## config.mk

```make
export PLATFORM = sky130hd
export DESIGN_NAME = mux4_rr_arbiter
export DESIGN_NICKNAME = d
export VERILOG_FILES = /design/src/rtl/mux4_rr_arbiter.sv
export SDC_FILE = /design/constraint.sdc
export NUM_CORES = 1
export LEC_CHECK = 0
export ABC_AREA = 1
export ABC_CLOCK_PERIOD_IN_PS = 3500
export CORE_MARGIN = 4
export CORE_UTILIZATION = 35
export DETAILED_ROUTE_END_ITERATION = 16
export PLACE_DENSITY_LB_ADDON = 0.05
export SLEW_MARGIN = 5
export SYNTH_ARGS = -nofsm -noshare
export SYNTH_HDL_FRONTEND = slang
export SYNTH_SLANG_ARGS = --single-unit
```

## constraint.sdc

```tcl
create_clock -name clk -period 3.5 [get_ports clk]
set_clock_uncertainty 0.15 [all_clocks]
set_input_delay 0.7 -clock clk [delete_from_list [all_inputs] [get_ports clk]]
set_output_delay 0.7 -clock clk [all_outputs]
set_load 0.005 [all_outputs]
```

## src/rtl/mux4_rr_arbiter.sv

```systemverilog
// Round-robin arbiter sharing one 4-input selector between four requesters.
// Break-before-make: the select address only moves while the mux enable is inactive.
module mux4_rr_arbiter #(
    parameter int unsigned HOLD_MAX   = 8,
    parameter int unsigned GAP_CYCLES = 1
) (
    input  logic       clk,
    input  logic       reset_n,
    input  logic [3:0] req,
    output logic [3:0] gnt,
    output logic [1:0] sel,
    output logic       en_n,
    output logic       busy
);

    typedef enum logic [1:0] {
        ST_IDLE  = 2'd0,
        ST_SETUP = 2'd1,
        ST_GRANT = 2'd2,
        ST_GAP   = 2'd3
    } state_t;

    localparam logic [7:0] HOLD_MAX_C = 8'(HOLD_MAX);
    localparam logic [3:0] GAP_C      = 4'(GAP_CYCLES);

    state_t     r_state;
    logic [1:0] r_last;
    logic [7:0] r_hold_cnt;
    logic [3:0] r_gap_cnt;
    logic [3:0] r_gnt;
    logic [1:0] r_sel;
    logic       r_en_n;
    logic       r_busy;

    state_t     w_nxt_state;
    logic [1:0] w_nxt_last;
    logic [7:0] w_nxt_hold_cnt;
    logic [3:0] w_nxt_gap_cnt;
    logic [3:0] w_nxt_gnt;
    logic [1:0] w_nxt_sel;
    logic       w_nxt_en_n;
    logic       w_nxt_busy;
    logic [1:0] w_winner;
    logic [3:0] w_sel_oh;
    logic [3:0] w_others;
    logic       w_req_sel;

    function automatic logic [3:0] onehot4(input logic [1:0] idx);
        return 4'b0001 << idx;
    endfunction

    // Lowest rotation distance from the previous owner wins; previous owner ranks last.
    function automatic logic [1:0] rr_pick(input logic [3:0] r, input logic [1:0] last);
        logic [1:0] pick;
        logic [1:0] idx;
        pick = last;
        for (int k = 4; k >= 1; k--) begin
            idx = last + 2'(k);
            if (r[idx]) begin
                pick = idx;
            end else begin
                pick = pick;
            end
        end
        return pick;
    endfunction

    assign w_winner  = rr_pick(req, r_last);
    assign w_sel_oh  = onehot4(r_sel);
    assign w_others  = req & ~w_sel_oh;
    assign w_req_sel = req[r_sel];

    // Next-state and next-output computation for the arbitration sequence.
    always_comb begin
        w_nxt_state    = r_state;
        w_nxt_last     = r_last;
        w_nxt_hold_cnt = r_hold_cnt;
        w_nxt_gap_cnt  = r_gap_cnt;
        w_nxt_gnt      = r_gnt;
        w_nxt_sel      = r_sel;
        w_nxt_en_n     = r_en_n;
        w_nxt_busy     = r_busy;
        case (r_state)
            ST_IDLE: begin
                w_nxt_gnt  = 4'b0000;
                w_nxt_en_n = 1'b1;
                if (req != 4'b0000) begin
                    w_nxt_sel   = w_winner;
                    w_nxt_state = ST_SETUP;
                    w_nxt_busy  = 1'b1;
                end else begin
                    w_nxt_busy = 1'b0;
                end
            end
            ST_SETUP: begin
                if (w_req_sel) begin
                    w_nxt_gnt      = w_sel_oh;
                    w_nxt_en_n     = 1'b0;
                    w_nxt_hold_cnt = 8'd1;
                    w_nxt_state    = ST_GRANT;
                end else begin
                    w_nxt_state = ST_IDLE;
                    w_nxt_busy  = 1'b0;
                end
            end
            ST_GRANT: begin
                if (!w_req_sel || ((r_hold_cnt == HOLD_MAX_C) && (w_others != 4'b0000))) begin
                    w_nxt_gnt     = 4'b0000;
                    w_nxt_en_n    = 1'b1;
                    w_nxt_last    = r_sel;
                    w_nxt_gap_cnt = 4'd1;
                    w_nxt_state   = ST_GAP;
                end else if (r_hold_cnt != HOLD_MAX_C) begin
                    w_nxt_hold_cnt = r_hold_cnt + 8'd1;
                end else begin
                    w_nxt_hold_cnt = r_hold_cnt;
                end
            end
            ST_GAP: begin
                if (r_gap_cnt >= GAP_C) begin
                    w_nxt_state = ST_IDLE;
                    w_nxt_busy  = 1'b0;
                end else begin
                    w_nxt_gap_cnt = r_gap_cnt + 4'd1;
                end
            end
            default: begin
                w_nxt_state = ST_IDLE;
                w_nxt_gnt   = 4'b0000;
                w_nxt_en_n  = 1'b1;
                w_nxt_busy  = 1'b0;
            end
        endcase
    end

    // State and output registers; reset disables the mux immediately.
    always_ff @(posedge clk or negedge reset_n) begin
        if (!reset_n) begin
            r_state    <= ST_IDLE;
            r_last     <= 2'd3;
            r_hold_cnt <= 8'd0;
            r_gap_cnt  <= 4'd0;
            r_gnt      <= 4'b0000;
            r_sel      <= 2'b00;
            r_en_n     <= 1'b1;
            r_busy     <= 1'b0;
        end else begin
            r_state    <= w_nxt_state;
            r_last     <= w_nxt_last;
            r_hold_cnt <= w_nxt_hold_cnt;
            r_gap_cnt  <= w_nxt_gap_cnt;
            r_gnt      <= w_nxt_gnt;
            r_sel      <= w_nxt_sel;
            r_en_n     <= w_nxt_en_n;
            r_busy     <= w_nxt_busy;
        end
    end

    assign gnt  = r_gnt;
    assign sel  = r_sel;
    assign en_n = r_en_n;
    assign busy = r_busy;

endmodule

```

==> results of run 1 <==
layout by cell type (no fill, tap or decap), types with 2 or more instances in the layout:
| master | instances |
|---|---|
| ha_1 | 5 |
| o21ai_1 | 2 |
| nand3_1 | 29 |
| dfstp_2 | 3 |
| nand2_1 | 93 |
| nor3_1 | 2 |
| inv_1 | 28 |
| o21ai_0 | 6 |
| nand2_2 | 4 |
| dfrtp_1 | 21 |
| nor2_1 | 16 |
| a21oi_1 | 3 |
| clkbuf_8 | 3 |
| nor3b_1 | 3 |
| clkdlybuf4s50_1 | 13 |
worst max-delay path: stages:
cell	delay, ns
clkdlybuf4s50_1	0.55
nand2_1	0.07
nand2_1	0.07
nand2_1	0.07
nand2_1	0.17
nand2_1	0.09
nand2_2	0.19
nand2_2	0.15
nand2_1	0.08
nand2_1	0.05
sequential cells by signal, summed over array words and instances, names as in the netlist, named ones only:
name	count
r_hold_cnt	8
r_gap_cnt	4
sel	2
en_n	1
r_last	2
r_state	1
busy	1
gnt	4
stage by stage:
stage	power [mW]	instance area (um^2)	setup WS, ns
final	1.40	1800	1.30
after global routing	1.55	1800	1.11
after CTS	1.42	1800	1.30
after detailed placement	1.16	1730	1.02
after global placement	1.17	1730	1.07
after floorplan	0.965	1550	1.81
metal layers:
metal | vias up | GRT usage
li1 | 750 | -
met1 | 613 | 0.185
met2 | 13 | 0.214
met3 | 2 | 0.0280
met4 | 0 | 0.0296
met5 | - | 0
logic make-up (layout without fill, tap and decap cells):
| family | count (synthesis) | in the layout |
|---|---|---|
| compound gates | 15 | 15 |
| xor+xnor | 1 | 1 |
| fa+ha+maj | 5 | 5 |
| buf+inv | 33 | 48 |
| flops | 24 | 24 |
| simple gates | 152 | 152 |
worst paths after layout:
path,startpoint,to,slack [ns],cells after the start
min in group asynchronous,reset_n,gnt[1],0.64,2
worst min register to register,en_n,en_n,0.31,2
worst max-delay path,req[1],r_hold_cnt[1],1.30,10
worst max register to register,sel[1],r_hold_cnt[1],1.71,10
worst min-delay path,en_n,en_n,0.31,2
max in group asynchronous,reset_n,r_last[1],2.27,2
power by group through the flow:
stage               combinational, mW  sequential [mW]  clock [mW]
detailed placement              0.682            0.482           0
global route                    0.784            0.499       0.265
global placement                0.683            0.485           0
floorplan                       0.516            0.449           0
finish                          0.673            0.477       0.246
CTS                             0.685            0.477       0.257
layout make-up:
type	instances	area, um^2
Sequential cell	24	604
Clock inverter	1	30.0
Timing Repair Buffer	14	138
Tap cell	50	62.6
Fill cell	443	2350
Inverter	30	114
Clock buffer	3	41.3
Multi-Input combinational cell	173	808
==> flow_summary.yaml, run 1 <==
floorplan:
  placementRows: 23
  die_y_um: 74.6
  chipWidth_um: 74.6
  fp.dieArea_um2: 5570
  io_pins: 14
  start_util: 0.375
  core_um2: 4140
detailed_routing:
  dr_wl_met2_mm: 1.46
  first_pass_iters: 4
  vias_per_cell: 4.67
  ant_nets: 0
  drc: 0
  wl_mm: 3.27
  route.vias.total: 1378
  drt_iter0_drc: 35
  routed.top_layer: "met4"
  wl_met1_mm: 1.70
  wl_met3_um: 88
  wl_per_cell_um: 11.1
yosys:
  synthCells: 230
  synth_area_um2: 1550
  synth_flop_cell: "dfrtp_1"
  yosys_warnings: 0
  ys_ff_latch: 24
  synth-xor-area-share: 0.00564
  synth_top_family_by_area: "simple AND/OR/NAND/NOR gates"
  synth-async-reset-ratio: 1.00
  synth-compound-area-share: 0.0548
  synth_area_leaders: "dfrtp_1, nand2_1, nand3_1"
  synth_cell_type_count: 27
  yosysTopAreaCell: "dfrtp_1"
  yosysMostFrequentCell: "nand2_1"
  ys_seq_area_frac: 0.389
  synth_edf_count: 0
  syn_avg_cell_area_um2: 6.76
  muxShareOfSynthArea: 0
  synth_common_cells: "nand2_1, nand3_1, inv_1"
  synth_top_cell_area_share: 0.338
  yosys.area_share.simple: 0.419
  synth-adder-area-share: 0.0403
  synth_fp_nets: 241
critical_path:
  crit_fanout: 10
  cp-end-kind: "flip-flop"
  critPathKind: "in2reg"
  cp-start-kind: "input pin"
  crit_required_ns: 3.52
  arrival_ns: 2.21
sta:
  rsz0062_at_grt: "false"
  setup_violations: 0
  min_period_over_period: 0.627
  tightest_slew_ns: 0.424
  hold_ws_ns: 0.314
  maxSlewHeadroom: 0.716
  fin_crit_ns: 2.20
  tns_ns: 0
  hold_viol_final: 0
  fmaxAchievable_ghz: 0.455
  drv_slew: 0
clock_tree:
  htree_num_levels: 1
  clock-sinks: 24
  ctsHoldBuffers: 0
  cts_tree: "built"
  clk_latency_ns: 0.27
  clockBufferDepth: 2
  numCtsBuffers: 3
  post_cts.repair.setup_buffers: 0
  clk_pin_slew_ns: 0.09
  cts-root-buf: "clkbuf_8"
  cts_resized: 0
global_route:
  antenna_found_initial: 0
  grt_use_total: 0.133
  grt_pass1_wl_mm: 5.80
  grt_pass1_vias: 1281
  grt_overflow_total: 0
  grt_max_degree: 25
pwr:
  vdd_drop_max_v: 0.000266
  leakagePower_nw: 0.954
  p_sw_frac: 0.436
  sequentialPowerShare: 0.342
  internal_power_uw: 787
  p_clk_frac: 0.176
  p_comb_frac: 0.482
  net-switching-power_uw: 609
  p_per_area_nw_per_um2: 776
run_status:
  status: "complete, no violations"
placed_design:
  dp_cells: 291
  place.gp.congestion: 0.844
  dpl.hpwl_mm: 2.46
  port_buffers: 13
final_layout:
  area_growth_pct: 15.7
  antenna_cells: 0
  drive_above_1_share: 0.0776
  fin_nets: 257
  fin_util: 0.434
  fin_cells: 295
job:
  cap_violations: 0
hold_path:
  hold_class: "reg2reg"
Note: power is estimated with default switching activity, not from simulation.
==> inputs of run 2 (changes only) <==
--- a/config.mk
+++ b/config.mk
@@ -6,7 +6,7 @@
 export NUM_CORES = 1
 export LEC_CHECK = 0
 export ABC_AREA = 1
-export ABC_CLOCK_PERIOD_IN_PS = 3500
+export ABC_CLOCK_PERIOD_IN_PS = 2190
 export CORE_MARGIN = 4
 export CORE_UTILIZATION = 35
 export DETAILED_ROUTE_END_ITERATION = 16
==> constraint.sdc (replaced) <==
create_clock -name clk -period 2.19 [get_ports clk]
set_clock_uncertainty 0.15 [all_clocks]
set_input_delay 0.438 -clock clk [delete_from_list [all_inputs] [get_ports clk]]
set_output_delay 0.438 -clock clk [all_outputs]
set_load 0.005 [all_outputs]
==> flow_summary.yaml, run 2 (synthesized netlist as in run 1, its figures left out) <==
detailed_routing:
  wl_per_cell_um: 10.8
  drc: 0
  first_pass_iters: 4
  drt_iter0_drc: 68
  ant_nets: 0
  route.vias.total: 1381
  vias_per_cell: 4.60
  wl_mm: 3.23
global_route:
  gr-usage-met3: 0.0280
  grt_overflow_total: 0
  grt_pass1_vias: 1251
  grt_use_total: 0.131
  use_met1: 0.184
  met2_usage: 0.202
  grt_max_degree: 25
  antenna_found_initial: 0
  busiest_layer: "met2"
  grt_pass1_wl_mm: 5.60
floorplan:
  die_y_um: 74.6
  fp.dieArea_um2: 5570
  start_util: 0.375
  core_um2: 4140
  io_pins: 14
  placementRows: 23
  chipWidth_um: 74.6
final_layout:
  antenna_cells: 0
  final_area_um2: 1820
  top_register: "r_hold_cnt"
  fillerInstances: 438
  largest_reg_flops: 8
  fin_nets: 262
  final_common_cell: "nand2_1"
  drive_above_1_share: 0.0920
  layout_common_cells: "nand2_1, nand3_1, inv_1"
  fin_util: 0.440
  area_growth_pct: 17.2
  seq_area_um2: 604
  multi_input_area_um2: 808
clock_tree:
  clockBufferDepth: 2
  numCtsBuffers: 3
  htree_num_levels: 1
  clk_pin_slew_ns: 0.09
  clock-sinks: 24
  post_cts.repair.setup_buffers: 0
  ctsHoldBuffers: 0
  cts_tree: "built"
  cts-root-buf: "clkbuf_8"
  clk_latency_ns: 0.27
  cts_resized: 0
sta:
  hold_viol_final: 0
  min_period_over_period: 0.870
  maxSlewHeadroom: 0.766
  drv_slew: 0
  rsz0062_at_grt: "false"
  setup_violations: 0
  fin_crit_ns: 1.91
  fmaxAchievable_ghz: 0.525
  tns_ns: 0
  tightest_slew_ns: 0.347
critical_path:
  critical_path_buf_inv_count: 1
  critPathMaxStageDelay_ns: 0.56
  cp_slowest_cell: "clkdlybuf4s50_1"
  crit_fanout: 9
  cp_top_family: "buffers and inverters"
  crit_required_ns: 1.60
  rrSetupSlack_ns: 0.41
  critPathKind: "reg2out"
  cp-start-kind: "flip-flop"
  path_cells: "clkdlybuf4s50_1"
  cp-end-kind: "output pin"
  arrival_ns: 1.32
pwr:
  p_per_area_nw_per_um2: 1200
  leakagePower_nw: 0.971
  power_mw: 2.19
  vdd_drop_max_v: 0.000433
run_status:
  status: "complete, no violations"
placed_design:
  place.gp.congestion: 0.813
  post_dp_cell_area_um2: 1780
  port_buffers: 13
  dpl.hpwl_mm: 2.50
job:
  cap_violations: 0
hold_path:
  hold_class: "reg2reg"
## run 2: cell types whose count changed in the layout (fill, tap and decap cells not counted)
cell / change
buf_12: +1
buf_4: +4
bufinv_16: -1
clkbuf_1: +1
## run 2: routing by layer
layer / wire, um / vias up
met1: 1730 / 606
li1: - / 758
met4: 38 / 0
met3: 92 / 4
met2: 1360 / 13
met5: 0 / -
## run 2: final timing paths
check,from,endpoint,depth (start not counted)
min in group asynchronous,reset_n,gnt[1],2
max in group asynchronous,reset_n,r_last[1],2
min,en_n,en_n,2
max reg2reg,sel[0],r_hold_cnt[1],10
min reg2reg,en_n,en_n,2
max,sel[0],sel[0],1
## run 2: layout make-up
cell class / instances / area share
timing repair buffer: 19 / 0.103
clock buffer: 4 / 0.0247
tap: 50 / 0.0343
inverter: 30 / 0.0625
sequential: 24 / 0.332
multi-input combinational: 173 / 0.444
## run 2: power by group
group	internal, mW	switching, mW
registers	0.604	0.159
logic	0.481	0.673
clock network	0.130	0.139
## run 2: metrics by stage
step / std cells / setup WS, ns / hold WS, ns
3_3_place_gp: 296 / 0.0772 / 0.302
2_1_floorplan: 230 / 0.627 / -0.00759
4_1_cts: 300 / 0.269 / 0.318
6_report: 300 / 0.284 / 0.314
3_5_place_dp: 296 / 0.0522 / 0.304
5_1_grt: 300 / 0.174 / 0.349
==> inputs of run 3 (changes only) <==
--- a/config.mk
+++ b/config.mk
@@ -7,10 +7,13 @@
 export LEC_CHECK = 0
 export ABC_AREA = 1
 export ABC_CLOCK_PERIOD_IN_PS = 2190
+export CAP_MARGIN = 20
 export CORE_MARGIN = 4
 export CORE_UTILIZATION = 35
+export CTS_CLUSTER_DIAMETER = 200
 export DETAILED_ROUTE_END_ITERATION = 16
 export PLACE_DENSITY_LB_ADDON = 0.05
+export REMOVE_ABC_BUFFERS = 1
 export SLEW_MARGIN = 5
 export SYNTH_ARGS = -nofsm -noshare
 export SYNTH_HDL_FRONTEND = slang
==> flow_summary.yaml, run 3 (synthesized netlist as in run 1, its figures left out) <==
clock_tree:
  clk_latency_ns: 0.26
  cts_tree: "built"
  cts_resized: 0
  clockBufferDepth: 2
  cts-root-buf: "clkbuf_8"
  htree_num_levels: 1
  clk_pin_slew_ns: 0.08
  numCtsBuffers: 3
  ctsHoldBuffers: 0
  clock-sinks: 24
  post_cts.repair.setup_buffers: 0
final_layout:
  antenna_cells: 0
  area_growth_pct: 15.5
  final_common_cell: "nand2_1"
  fin_cells: 298
  fillerInstances: 459
  drive_above_1_share: 0.0847
  final_area_um2: 1790
  multi_input_area_um2: 808
  largest_reg_flops: 8
  top_register: "r_hold_cnt"
  layout_common_cells: "nand2_1, nand3_1, inv_1"
  seq_area_um2: 604
  fin_nets: 260
critical_path:
  path_cells: "clkdlybuf4s50_1"
  arrival_ns: 1.34
  cp-endpoint: "sel[0]"
  critPathKind: "reg2out"
  rrSetupSlack_ns: 0.38
  cp-end-kind: "output pin"
  timing.rr.end: "r_hold_cnt[5]"
  cp_top_family: "buffers and inverters"
  r2r-start: "sel[0]"
  reg2reg_depth: 10
  critPathLaunch: "sel[0]"
  worst-path-stages: 1
  crit_fanout: 9
  critPathMaxStageDelay_ns: 0.56
  cp-start-kind: "flip-flop"
  cp_slowest_cell: "clkdlybuf4s50_1"
  crit_required_ns: 1.60
  critical_path_buf_inv_count: 1
sta:
  drv_slew: 0
  setup_violations: 0
  setup_ws_ns: 0.262
  fin_crit_ns: 1.93
  hold_viol_final: 0
  maxSlewHeadroom: 0.773
  tns_ns: 0
  fmaxAchievable_ghz: 0.519
  rsz0062_at_grt: "false"
  tightest_slew_ns: 0.340
  min_period_over_period: 0.880
detailed_routing:
  route.vias.total: 1368
  routed.top_layer: "met4"
  wl_met3_um: 86
  wl_per_cell_um: 11.3
  wl_mm: 3.36
  drc: 0
  ant_nets: 0
  dr_wl_met2_mm: 1.44
  vias_per_cell: 4.59
  first_pass_iters: 4
  drt_iter0_drc: 65
  wl_met1_mm: 1.82
run_status:
  status: "complete, no violations"
pwr:
  p_sw_frac: 0.453
  vdd_drop_max_v: 0.000574
  sequentialPowerShare: 0.355
  p_clk_frac: 0.125
  internal_power_mw: 1.18
  leakagePower_nw: 0.955
  p_comb_frac: 0.520
  power_mw: 2.15
  net-switching-power_uw: 974
  p_per_area_nw_per_um2: 1200
placed_design:
  post_dp_cell_area_um2: 1750
  port_buffers: 13
  dp_cells: 294
  dpl.hpwl_mm: 2.56
  place.gp.congestion: 0.803
  pre_cts_slack_ns: 0.0107
floorplan:
  die_y_um: 74.6
  core_um2: 4140
  start_util: 0.375
  io_pins: 14
  fp.dieArea_um2: 5570
  chipWidth_um: 74.6
  placementRows: 23
global_route:
  grt_overflow_total: 0
  grt_pass1_vias: 1301
  antenna_found_initial: 0
  grt_pass1_wl_mm: 6.01
  grt_max_degree: 25
  grt_use_total: 0.138
job:
  cap_violations: 0
hold_path:
  hold_class: "reg2reg"
==> run 3: cell count changes in the layout (fill, tap and decap cells not counted), sizes merged <==
cell / change
buf: -2
==> run 3: worst min path at each step <==
stage | from | end | cells past startpoint
2_1_floorplan | reset_n | asynchronous set/reset pin | 0
6_report | en_n | en_n | 2
3_3_place_gp | en_n | en_n | 2
5_1_grt | busy | busy | 2
3_5_place_dp | en_n | en_n | 2
4_1_cts | en_n | en_n | 2
==> run 3: layout make-up <==
class	instances	area share
inverters	30	0.0635
multi-input cells	173	0.450
flip-flops and latches	24	0.337
clock buffers	4	0.0251
well taps	50	0.0349
repair buffers	17	0.0893
==> run 3: tightest hold or removal path, stage by stage (launching register included) <==
cell and delay (ns):
dfstp_2 0.37, nand2_1 0.05, nand2_1 0.04
==> run 3: power by group through the flow <==
stage	logic [mW]	registers (mW)	clock network, mW
3_3_place_gp	1.13	0.776	0
2_1_floorplan	0.757	0.745	0
3_5_place_dp	1.13	0.774	0
4_1_cts	1.14	0.766	0.283
5_1_grt	1.30	0.792	0.301
6_report	1.12	0.765	0.269
==> run 3: through the flow <==
step / hold WS [ns] / utilization
after global routing: 0.349 / 0.433
final: 0.314 / 0.433
after global placement: 0.303 / 0.422
after CTS: 0.318 / 0.433
after floorplan: -0.00759 / -
after detailed placement: 0.304 / 0.422
==> run 3: routing by layer <==
metal	track usage	vias to the layer above
met2	0.219	10
li1	-	758
met3	0.0294	2
met1	0.196	598
met5	0	-
met4	0.0237	0
